==> config.mk <==
export PLATFORM = sky130hd
export DESIGN_NAME = mc_latency_ctrl
export DESIGN_NICKNAME = d
export VERILOG_FILES = /design/src/rtl/mc_pkg.sv /design/src/rtl/mc_slot_shift.sv /design/src/rtl/mc_latency_ctrl.sv
export SDC_FILE = /design/constraint.sdc
export NUM_CORES = 1
export LEC_CHECK = 0
export ABC_AREA = 1
export CAP_MARGIN = 15
export CORE_AREA = 5 5 51 62
export CTS_CLUSTER_DIAMETER = 200
export DETAILED_ROUTE_END_ITERATION = 12
export DIE_AREA = 0 0 56 67
export GPL_TIMING_DRIVEN = 1
export PLACE_DENSITY = 0.65
export SYNTH_ARGS = -nofsm -noshare
export SYNTH_HDL_FRONTEND = slang
export SYNTH_SLANG_ARGS = --single-unit
==> constraint.sdc <==
create_clock -name clk -period 1.3 [get_ports clk]
set_input_delay 0.26 -clock clk [delete_from_list [all_inputs] [get_ports clk]]
set_output_delay 0.26 -clock clk [all_outputs]
set_load 0.005 [all_outputs]
==> src/rtl/mc_pkg.sv <==
`default_nettype none
// ============================================================================
// Module      : mc_pkg
// Description : Shared definitions for the multi-cycle latency controller:
//               default parameter values, blocking-mode FSM state encoding,
//               FPU operation latencies and the latency clamp helper.
// Ports       : none (package)
// Revision    : 1.0 - initial release
// ============================================================================
package mc_pkg;

    // Default configuration of the controller
    localparam int DEFAULT_MAX_LAT = 8;
    localparam int DEFAULT_TAG_W   = 5;

    // Latencies of the FPU operations this controller typically sequences
    localparam logic [3:0] FADD_LAT = 4'd7;
    localparam logic [3:0] FMUL_LAT = 4'd5;
    localparam logic [3:0] FDIV_LAT = 4'd6;

    // Blocking-mode state machine
    typedef enum logic [0:0] {
        IDLE  = 1'b0,
        COUNT = 1'b1
    } blk_state_t;

    // Effective latency: 0 behaves as 1, anything above max_lat saturates.
    function automatic logic [3:0] clamp_lat(input logic [3:0] lat,
                                             input int         max_lat);
        logic [3:0] w_lat;
        if (lat == 4'd0) begin
            w_lat = 4'd1;
        end else if (int'(lat) > max_lat) begin
            w_lat = 4'(max_lat);
        end else begin
            w_lat = lat;
        end
        return w_lat;
    endfunction

endpackage
`default_nettype wire

==> src/rtl/mc_slot_shift.sv <==
`default_nettype none
// ============================================================================
// Module      : mc_slot_shift
// Description : Completion-slot shift vector for pipelined mode. Slot i holds
//               the op that completes i edges after the coming edge; slot 0
//               therefore completes on the coming edge. Every shift moves all
//               slots one position towards slot 0. A load writes an entry at
//               load_idx in post-shift coordinates.
// Ports       : clk, rst          - clock, synchronous active-high reset
//               clear             - discard every entry (flush)
//               shift             - advance all slots by one position
//               load, load_idx    - write a new entry at load_idx
//               load_tag          - tag stored with the new entry
//               slot0_valid/_tag  - entry completing on the coming edge
//               occ               - per-slot valid (occupancy) vector
// Revision    : 1.0 - initial release
// ============================================================================
module mc_slot_shift #(
    parameter int DEPTH = 8,
    parameter int TAG_W = 5,
    parameter int IDX_W = (DEPTH > 1) ? $clog2(DEPTH) : 1
) (
    input  logic             clk,
    input  logic             rst,
    input  logic             clear,
    input  logic             shift,
    input  logic             load,
    input  logic [IDX_W-1:0] load_idx,
    input  logic [TAG_W-1:0] load_tag,
    output logic             slot0_valid,
    output logic [TAG_W-1:0] slot0_tag,
    output logic [DEPTH-1:0] occ
);

    logic [DEPTH-1:0] r_valid;
    logic [TAG_W-1:0] r_tag   [DEPTH];
    logic [DEPTH-1:0] w_nxt_v;
    logic [TAG_W-1:0] w_nxt_t [DEPTH];

    // Next-state per slot: shifted neighbour (or hold), overridden by a load.
    for (genvar i = 0; i < DEPTH; i++) begin : g_slot
        logic             w_sv;
        logic [TAG_W-1:0] w_st;
        logic             w_hit;

        if (i == DEPTH - 1) begin : g_top
            // Nothing shifts into the farthest slot.
            assign w_sv = shift ? 1'b0 : r_valid[i];
            assign w_st = shift ? '0   : r_tag[i];
        end else begin : g_mid
            assign w_sv = shift ? r_valid[i+1] : r_valid[i];
            assign w_st = shift ? r_tag[i+1]   : r_tag[i];
        end

        assign w_hit      = load && (load_idx == IDX_W'(i));
        assign w_nxt_v[i] = w_hit | w_sv;
        assign w_nxt_t[i] = w_hit ? load_tag : w_st;
    end

    always_ff @(posedge clk) begin
        if (rst || clear) begin
            r_valid <= '0;
            for (int k = 0; k < DEPTH; k++) begin
                r_tag[k] <= '0;
            end
        end else begin
            r_valid <= w_nxt_v;
            r_tag   <= w_nxt_t;
        end
    end

    assign slot0_valid = r_valid[0];
    assign slot0_tag   = r_tag[0];
    assign occ         = r_valid;

endmodule
`default_nettype wire

==> src/rtl/mc_latency_ctrl.sv <==
`default_nettype none
// ============================================================================
// Module      : mc_latency_ctrl
// Description : Sequencer for variable-latency multi-cycle operations. Each
//               accepted op returns its tag on a one-cycle done pulse exactly
//               L edges after acceptance (L = issue_lat clamped to
//               1..MAX_LAT). PIPELINED=0 keeps a single op in flight with a
//               down-counter FSM; PIPELINED=1 accepts one op per cycle and
//               refuses any op whose completion cycle is already taken.
// Ports       : clk, rst              - clock, synchronous active-high reset
//               issue_valid/lat/tag   - op request, its latency and tag
//               flush                 - discard every in-flight op
//               issue_ready           - request is accepted this cycle
//               stall                 - issue_valid & ~issue_ready
//               done_valid/done_tag   - registered completion pulse and tag
//               busy                  - any op in flight
//               inflight              - number of ops in flight
// Revision    : 1.0 - initial release
// ============================================================================
module mc_latency_ctrl
    import mc_pkg::*;
#(
    parameter int MAX_LAT   = DEFAULT_MAX_LAT,
    parameter int TAG_W     = DEFAULT_TAG_W,
    parameter int PIPELINED = 0
) (
    input  logic                         clk,
    input  logic                         rst,
    input  logic                         issue_valid,
    input  logic [3:0]                   issue_lat,
    input  logic [TAG_W-1:0]             issue_tag,
    input  logic                         flush,
    output logic                         issue_ready,
    output logic                         stall,
    output logic                         done_valid,
    output logic [TAG_W-1:0]             done_tag,
    output logic                         busy,
    output logic [$clog2(MAX_LAT+1)-1:0] inflight
);

    localparam int INF_W = $clog2(MAX_LAT + 1);

    logic [3:0]       w_eff_lat;
    logic             w_ready;
    logic             w_done_valid;
    logic [TAG_W-1:0] w_done_tag;
    logic [INF_W-1:0] w_inflight;

    assign w_eff_lat = clamp_lat(issue_lat, MAX_LAT);

    if (PIPELINED == 0) begin : g_blocking
        // --------------------------------------------------------------------
        // One op in flight. r_cnt holds the edges still to wait before the
        // done edge; the done edge is the one seen with r_cnt == 0.
        // --------------------------------------------------------------------
        blk_state_t       r_state;
        logic [3:0]       r_cnt;
        logic [TAG_W-1:0] r_tag;
        logic             r_done_valid;
        logic [TAG_W-1:0] r_done_tag;
        logic             w_last;
        logic             w_accept;

        // The op in flight completes on the coming edge.
        assign w_last   = (r_state == COUNT) && (r_cnt == 4'd0);
        // Ready when empty or when the slot frees on this very edge.
        assign w_ready  = (r_state == IDLE) || w_last;
        assign w_accept = issue_valid && w_ready && !flush;

        always_ff @(posedge clk) begin
            if (rst || flush) begin
                r_state      <= IDLE;
                r_cnt        <= 4'd0;
                r_tag        <= '0;
                r_done_valid <= 1'b0;
                r_done_tag   <= '0;
            end else begin
                r_done_valid <= 1'b0;
                r_done_tag   <= '0;
                if (w_last) begin
                    r_done_valid <= 1'b1;
                    r_done_tag   <= r_tag;
                    r_state      <= IDLE;
                end else if (r_state == COUNT) begin
                    r_cnt <= r_cnt - 4'd1;
                end
                // A same-edge accept reloads the counter (back-to-back issue).
                if (w_accept) begin
                    r_state <= COUNT;
                    r_cnt   <= w_eff_lat - 4'd1;
                    r_tag   <= issue_tag;
                end
            end
        end

        assign w_done_valid = r_done_valid;
        assign w_done_tag   = r_done_tag;
        assign w_inflight   = INF_W'(r_state == COUNT);

    end else begin : g_pipelined
        // --------------------------------------------------------------------
        // One issue per cycle. The completion schedule lives in the slot
        // shift vector; an op is refused when its completion cycle is taken.
        // --------------------------------------------------------------------
        localparam int IDX_W = $clog2(MAX_LAT);

        logic [MAX_LAT-1:0] w_occ;
        logic [15:0]        w_occ_ext;
        logic               w_slot0_valid;
        logic [TAG_W-1:0]   w_slot0_tag;
        logic [IDX_W-1:0]   w_load_idx;
        logic               w_accept;
        logic [INF_W-1:0]   r_inflight;
        logic               r_done_valid;
        logic [TAG_W-1:0]   r_done_tag;

        // Pre-shift slot L is where the op would land after this edge's
        // shift. Slot MAX_LAT does not exist and is always free, which the
        // zero padding provides; the padding also keeps the 4-bit index legal.
        assign w_occ_ext  = {{(16 - MAX_LAT){1'b0}}, w_occ};
        assign w_ready    = ~w_occ_ext[w_eff_lat];
        assign w_accept   = issue_valid && w_ready && !flush;
        assign w_load_idx = IDX_W'(w_eff_lat - 4'd1);

        mc_slot_shift #(
            .DEPTH (MAX_LAT),
            .TAG_W (TAG_W),
            .IDX_W (IDX_W)
        ) u_slots (
            .clk         (clk),
            .rst         (rst),
            .clear       (flush),
            .shift       (1'b1),
            .load        (w_accept),
            .load_idx    (w_load_idx),
            .load_tag    (issue_tag),
            .slot0_valid (w_slot0_valid),
            .slot0_tag   (w_slot0_tag),
            .occ         (w_occ)
        );

        always_ff @(posedge clk) begin
            if (rst || flush) begin
                r_inflight   <= '0;
                r_done_valid <= 1'b0;
                r_done_tag   <= '0;
            end else begin
                // Accept and completion on the same edge cancel out.
                r_inflight   <= r_inflight + INF_W'(w_accept) - INF_W'(w_slot0_valid);
                r_done_valid <= w_slot0_valid;
                r_done_tag   <= w_slot0_valid ? w_slot0_tag : '0;
            end
        end

        assign w_done_valid = r_done_valid;
        assign w_done_tag   = r_done_tag;
        assign w_inflight   = r_inflight;
    end

    assign issue_ready = w_ready;
    assign stall       = issue_valid & ~w_ready;
    assign done_valid  = w_done_valid;
    assign done_tag    = w_done_tag;
    assign inflight    = w_inflight;
    assign busy        = (w_inflight != '0);

endmodule
`default_nettype wire

**Word level (Yosys, flattened, before mapping)**

Index checks and enable logic that the tools add are counted.

- Multiplexer cells: 8
- Reductions and logical operators: 12
- Order comparisons: 1
- Bitwise gates (word level): 4
- $add $sub $neg: 2
- Equality and inequality tests: 1

Operators with widths:

| cell | number |
|---|---|
| 2-to-1 mux 4 bit | 5 |
| zero test 4 bit | 2 |
| subtractor 4 x 1 -> 4 bit (second input constant) | 2 |
| > comparator 4 bit (second input constant) | 1 |
| nonzero test 2 bit | 2 |
| logical AND 1 bit | 3 |
| 2-to-1 mux 1 bit | 3 |
| inverter 1 bit | 3 |
| logical OR 1 bit | 2 |
| inequality test 2 x 1 -> 1 bit (second input constant) | 1 |
| AND reduction 2 bit | 1 |
| OR reduction 2 bit | 1 |
| AND 1 bit | 1 |
| zero test 1 bit | 1 |

- Register bits after elaboration: 16
- Output and inout bits: 13
- Word-level logic and storage cells: 33
- Input port bits: 13

**Depth between registers and ports, before layout**

- Word-level depth: 7
- Depth in mapped cells: 11
- Mapped depth without buffers: 11

**Worst setup path after synthesis**

OpenSTA, ideal clock, no wires.

- Path type: register to register
- Start: register g_blocking.r_cnt[3]
- End: register g_blocking.r_cnt[2]
- Arrival: 1.319 ns
- Setup time: 0.057 ns
- Clock period less this slack: 1.376 ns
- Stages on the path, launching flop included: 12
- Path buffers: 0
- Path slack: -0.076 ns
- Data required time: 1.243 ns
- Cells stage by stage: dfxtp_1 > nor2_2 > nand2_2 > nand2_4 > nand2_4 > nand2_1 > nand2_1 > ha_1 > nand3b_1 > nand3_1 > nand3_1 > inv_1

- Cells in the longest elaborated chain, start to end: 7
- Elaborated cells on any way between the ends: 9
- Those cells by class: eq/ne (1); mux (1); reduce/logical (7)

Ends and longest elaborated chain:

| item | RTL line | text |
|---|---|---|
| start, declared | mc_latency_ctrl.sv:57 | `logic [3:0] r_cnt;` |
| start signal, assigned | mc_latency_ctrl.sv:85 | `r_cnt <= r_cnt - 4'd1;` |
| start signal, assigned | mc_latency_ctrl.sv:90 | `r_cnt <= w_eff_lat - 4'd1;` |
| zero test 4 bit * | mc_latency_ctrl.sv:65 | `assign w_last = (r_state == COUNT) && (r_cnt == 4'd0);` |
| logical AND 1 bit * | mc_latency_ctrl.sv:65 |  |
| logical OR 1 bit * | mc_latency_ctrl.sv:67 | `assign w_ready = (r_state == IDLE) \|\| w_last;` |
| named net issue_ready | mc_latency_ctrl.sv:33 | `output logic issue_ready,` |
| logical AND 1 bit * (2 in a row) | mc_latency_ctrl.sv:68 | `assign w_accept = issue_valid && w_ready && !flush;` |
| inequality test 2 x 1 -> 1 bit (no line) or nonzero test 2 bit (tied branches) | - |  |
| AND reduction 2 bit (no line) | - |  |

Mark *: on every way through the listed nets, which the timed path passes. The rest lies on a longest branch.
A chain may end at the register's enable or synchronous reset.

**Worst setup path in the final report**

- Start: register g_blocking.r_cnt[1]
- End: register g_blocking.r_cnt[2]

- Cells in the longest elaborated chain, start to end: 7
- Elaborated cells on any way between the ends: 12
- Those cells by class: add/sub (1); eq/ne (1); mux (3); reduce/logical (7)

Ends and longest elaborated chain:

| item |
|---|
| parallel branches: the longest is 7 deep, another holds subtractor 4 x 1 -> 4 bit |

Parallel ways; which one is timed is not known. The select of a mux whose other input is x is not followed.

==> impl_metrics.py <==
metrics = {
    "power": {
        "fin_total_pwr_mw": 1.02,
        "seq_power_share_pct": 50.0,
        "switching_share_pct": 23.3,
        "power_frac_comb_pct": 19.9,
        "switchingPower_mw": 0.237,
        "worst_ir_drop_vdd_mv": 0.404,
        "powerDensity_nw_per_um2": 877,
        "p_clk_share_pct": 30.0,
        "p_int_mw": 0.781,
        "p_leak_nw": 0.560,
    },
    "synthesis": {
        "ys.flop_type": "dfxtp_1",
        "synth_area_um2": 722,
        "synth_cell_types": 22,
        "synth_edf_count": 0,
        "synthCells": 91,
        "syn_area_per_cell_um2": 7.93,
        "ys_ff_latch": 16,
        "yosys-top-cells-area": "dfxtp_1 44%, inv_1 6.8%, nand2_1 5.7%, o21ai_0 5.5%, buf_4 5.2%",
        "yosys_warnings": 0,
        "async_flop_share_pct": 0,
        "synth_top_cell_area_share_pct": 44.4,
        "synth_top_area_cell": "dfxtp_1",
        "yosysSeqAreaShare_pct": 44.4,
    },
    "critical_path": {
        "crit_chain": "nor2_4 > nand2_2 > nand2_4 > nand2_4 > nand2_2 > nand2_2 > ha_4 > nand3b_1 > nand3_1 > nand3_1 > inv_1",
        "critPathLaunchType": "register",
        "crit_fanout": 6,
        "cp_common_cell": "nand2_2",
        "slowest_stage": "dfxtp_2",
        "slowest_delay_ps": 340,
        "timing.setup.critical_path_class": "register to register",
        "endpoint_kind": "register",
        "cp.required_ps": 1520,
        "cp_num_buf_inv": 1,
        "arrival_ps": 1610,
        "path_delay_family": "simple AND/OR/NAND/NOR gates",
    },
    "die": {
        "rows": 20,
        "start_util_pct": 29.1,
        "dieArea_um2": 3750,
        "pin_count": 26,
        "fp.coreArea_um2": 2480,
        "die_h_um": 67,
        "die_w_um": 56,
    },
    "sta": {
        "grt_setup_unrepaired": "true",
        "period_share_pct": 107,
        "slew_violations": 0,
        "fmax_mhz": 722,
        "whs_ps": 442,
        "hold_violations": 0,
        "finClkSkew_ps": 0.440,
        "finalWorstSetupSlack_ps": -84.5,
        "finalSetupViolations": 8,
        "fin_tns_setup_ps": -262,
        "fin_crit_ps": 1380,
    },
    "route": {
        "first_pass_iters": 3,
        "routed_wl_um": 1530,
        "final_antenna_net_count": 0,
        "initialDrtViolationCount": 2,
        "wl_per_cell_um": 9.35,
        "dr_total_vias": 670,
        "drc": 0,
        "vias_per_cell": 4.09,
    },
    "cells_and_area": {
        "num_antenna_cells": 0,
        "fin_nets": 146,
        "drive_above_1_share_pct": 37.4,
        "fillers": 250,
        "area_growth_pct": 60.8,
        "multi_input_area_um2": 372,
        "regArea_um2": 327,
    },
    "flow_run": {
        "cap_violations": 0,
    },
    "global_routing": {
        "grt_pass1_wl_um": 2680,
        "track_usage_pct": 9.05,
        "grt_max_degree": 11,
        "antenna_found_initial": 0,
        "gr-total-overflow": 0,
        "grt_pass1_vias": 689,
    },
    "clock_network": {
        "cts_max_path_buffers": 2,
        "insertion_delay_ps": 270,
        "path_clk_slew_ps": 80,
        "cts_max_level": 1,
        "clock_tree.root_cell": "clkbuf_4",
        "cts_num_sinks": 16,
        "cts_tree": "yes",
        "cts_buffers": 3,
        "cts_hold_buf": 0,
    },
    "outcome": {
        "violations": "setup timing",
        "status": "finished, violations left",
    },
    "hold_path": {
        "hold_class": "register to register",
    },
    "placement": {
        "hpwl_um": 1210,
        "port-buffer-count": 22,
        "place.gp.congestion": 0.757,
    },
}
registers in the layout, summed over array words and instances, names as in the netlist:
register and flops:
g_blocking.r_tag 5, g_blocking.r_cnt 4, done_tag 5, busy 1
done_valid 1
placed cells by master, fill, tap and decap left out, types with 2 or more instances in the layout:
cell type	instances
a21oi_1	6
buf_4	17
clkbuf_4	3
clkdlybuf4s50_1	11
conb_1	3
dfxtp_1	11
dfxtp_2	5
dlygate4sd2_1	9
inv_1	12
inv_2	2
nand2_1	7
nand2_2	5
nand2_4	5
nand3_1	4
nand3_2	2
nor2_1	7
nor2_4	3
o21ai_0	6
o21ai_1	3
power groups by stage:
stage	registers, mW	logic, mW	clock network (mW)
after floorplan	0.519	0.0970	0
after global placement	0.519	0.177	0
after detailed placement	0.519	0.180	0
after CTS	0.509	0.194	0.323
after global routing	0.511	0.228	0.343
final	0.510	0.203	0.306
cell families after synthesis:
group | count (synthesis) | synth area share (%)
DFF | 16 | 44.4
adders and majority gates | 1 | 1.73
buffers and inverters | 19 | 12.5
other | 1 | 0.519
and+or+nand+nor | 37 | 27.6
AOI/OAI and AO/OA | 17 | 13.3
per-stage QoR:
| step | util [%] | setup slack (ps) | std cells | instance area [um2] |
|---|---|---|---|---|
| 6_report | 46.9 | -84.5 | 164 | 1160 |
| 4_1_cts | 45.5 | -87.8 | 162 | 1130 |
| 5_1_grt | 46.9 | -184 | 164 | 1160 |
| 3_5_place_dp | 42.7 | -394 | 156 | 1060 |
| 3_3_place_gp | 42.7 | -362 | 156 | 1060 |
| 2_1_floorplan | - | -54.0 | 93 | 736 |
area by class of cell:
class	instances	area share, %
inverter	14	4.53
multi-input combinational	58	32.0
clock buffer	4	3.13
tap	33	3.56
timing repair buffer	39	28.7
sequential	16	28.1
Yosys cell counts, types with 2 or more instances:
master	n
a21oi_1	6
buf_4	5
dfxtp_1	16
inv_1	13
nand2_1	11
nand2_2	4
nand2_4	2
nand3_1	5
nor2_1	7
nor2_2	3
o21ai_0	8
path summary, 6_finish.rpt:
path / slack (ps) / start / to / cells past startpoint
worst max-delay path: -80 / g_blocking.r_cnt[1]$_SDFFE_PP0P_ / g_blocking.r_cnt[2]$_SDFFE_PP0P_ / 11
worst min-delay path: 440 / g_blocking.r_tag[4]$_SDFFE_PP0N_ / done_tag[4]$_SDFF_PP0_ / 2
worst max register to register: -80 / g_blocking.r_cnt[1]$_SDFFE_PP0P_ / g_blocking.r_cnt[2]$_SDFFE_PP0P_ / 11
worst min register to register: 440 / g_blocking.r_tag[4]$_SDFFE_PP0N_ / done_tag[4]$_SDFF_PP0_ / 2
worst min-delay path: cells and delay by family (launching register included):
family                 cells  cell delay, ps
buffers and inverters      1              60
flip-flops                 1             310
AND/OR/NAND/NOR            1              40
layer usage:
metal,track usage (%),wire [um],up-vias
met4,4.45,9,0
met2,17.3,811,15
met3,2.91,93,2
li1,-,-,362
met5,0,0,-
met1,8.67,620,291
what timing repair did:
action,in CTS,in global routing
resized for setup,30,5
buffers inserted,2,2
pin swaps,4,2
endpoints found under the setup margin,14,11
(Power assumes the default switching activity.)
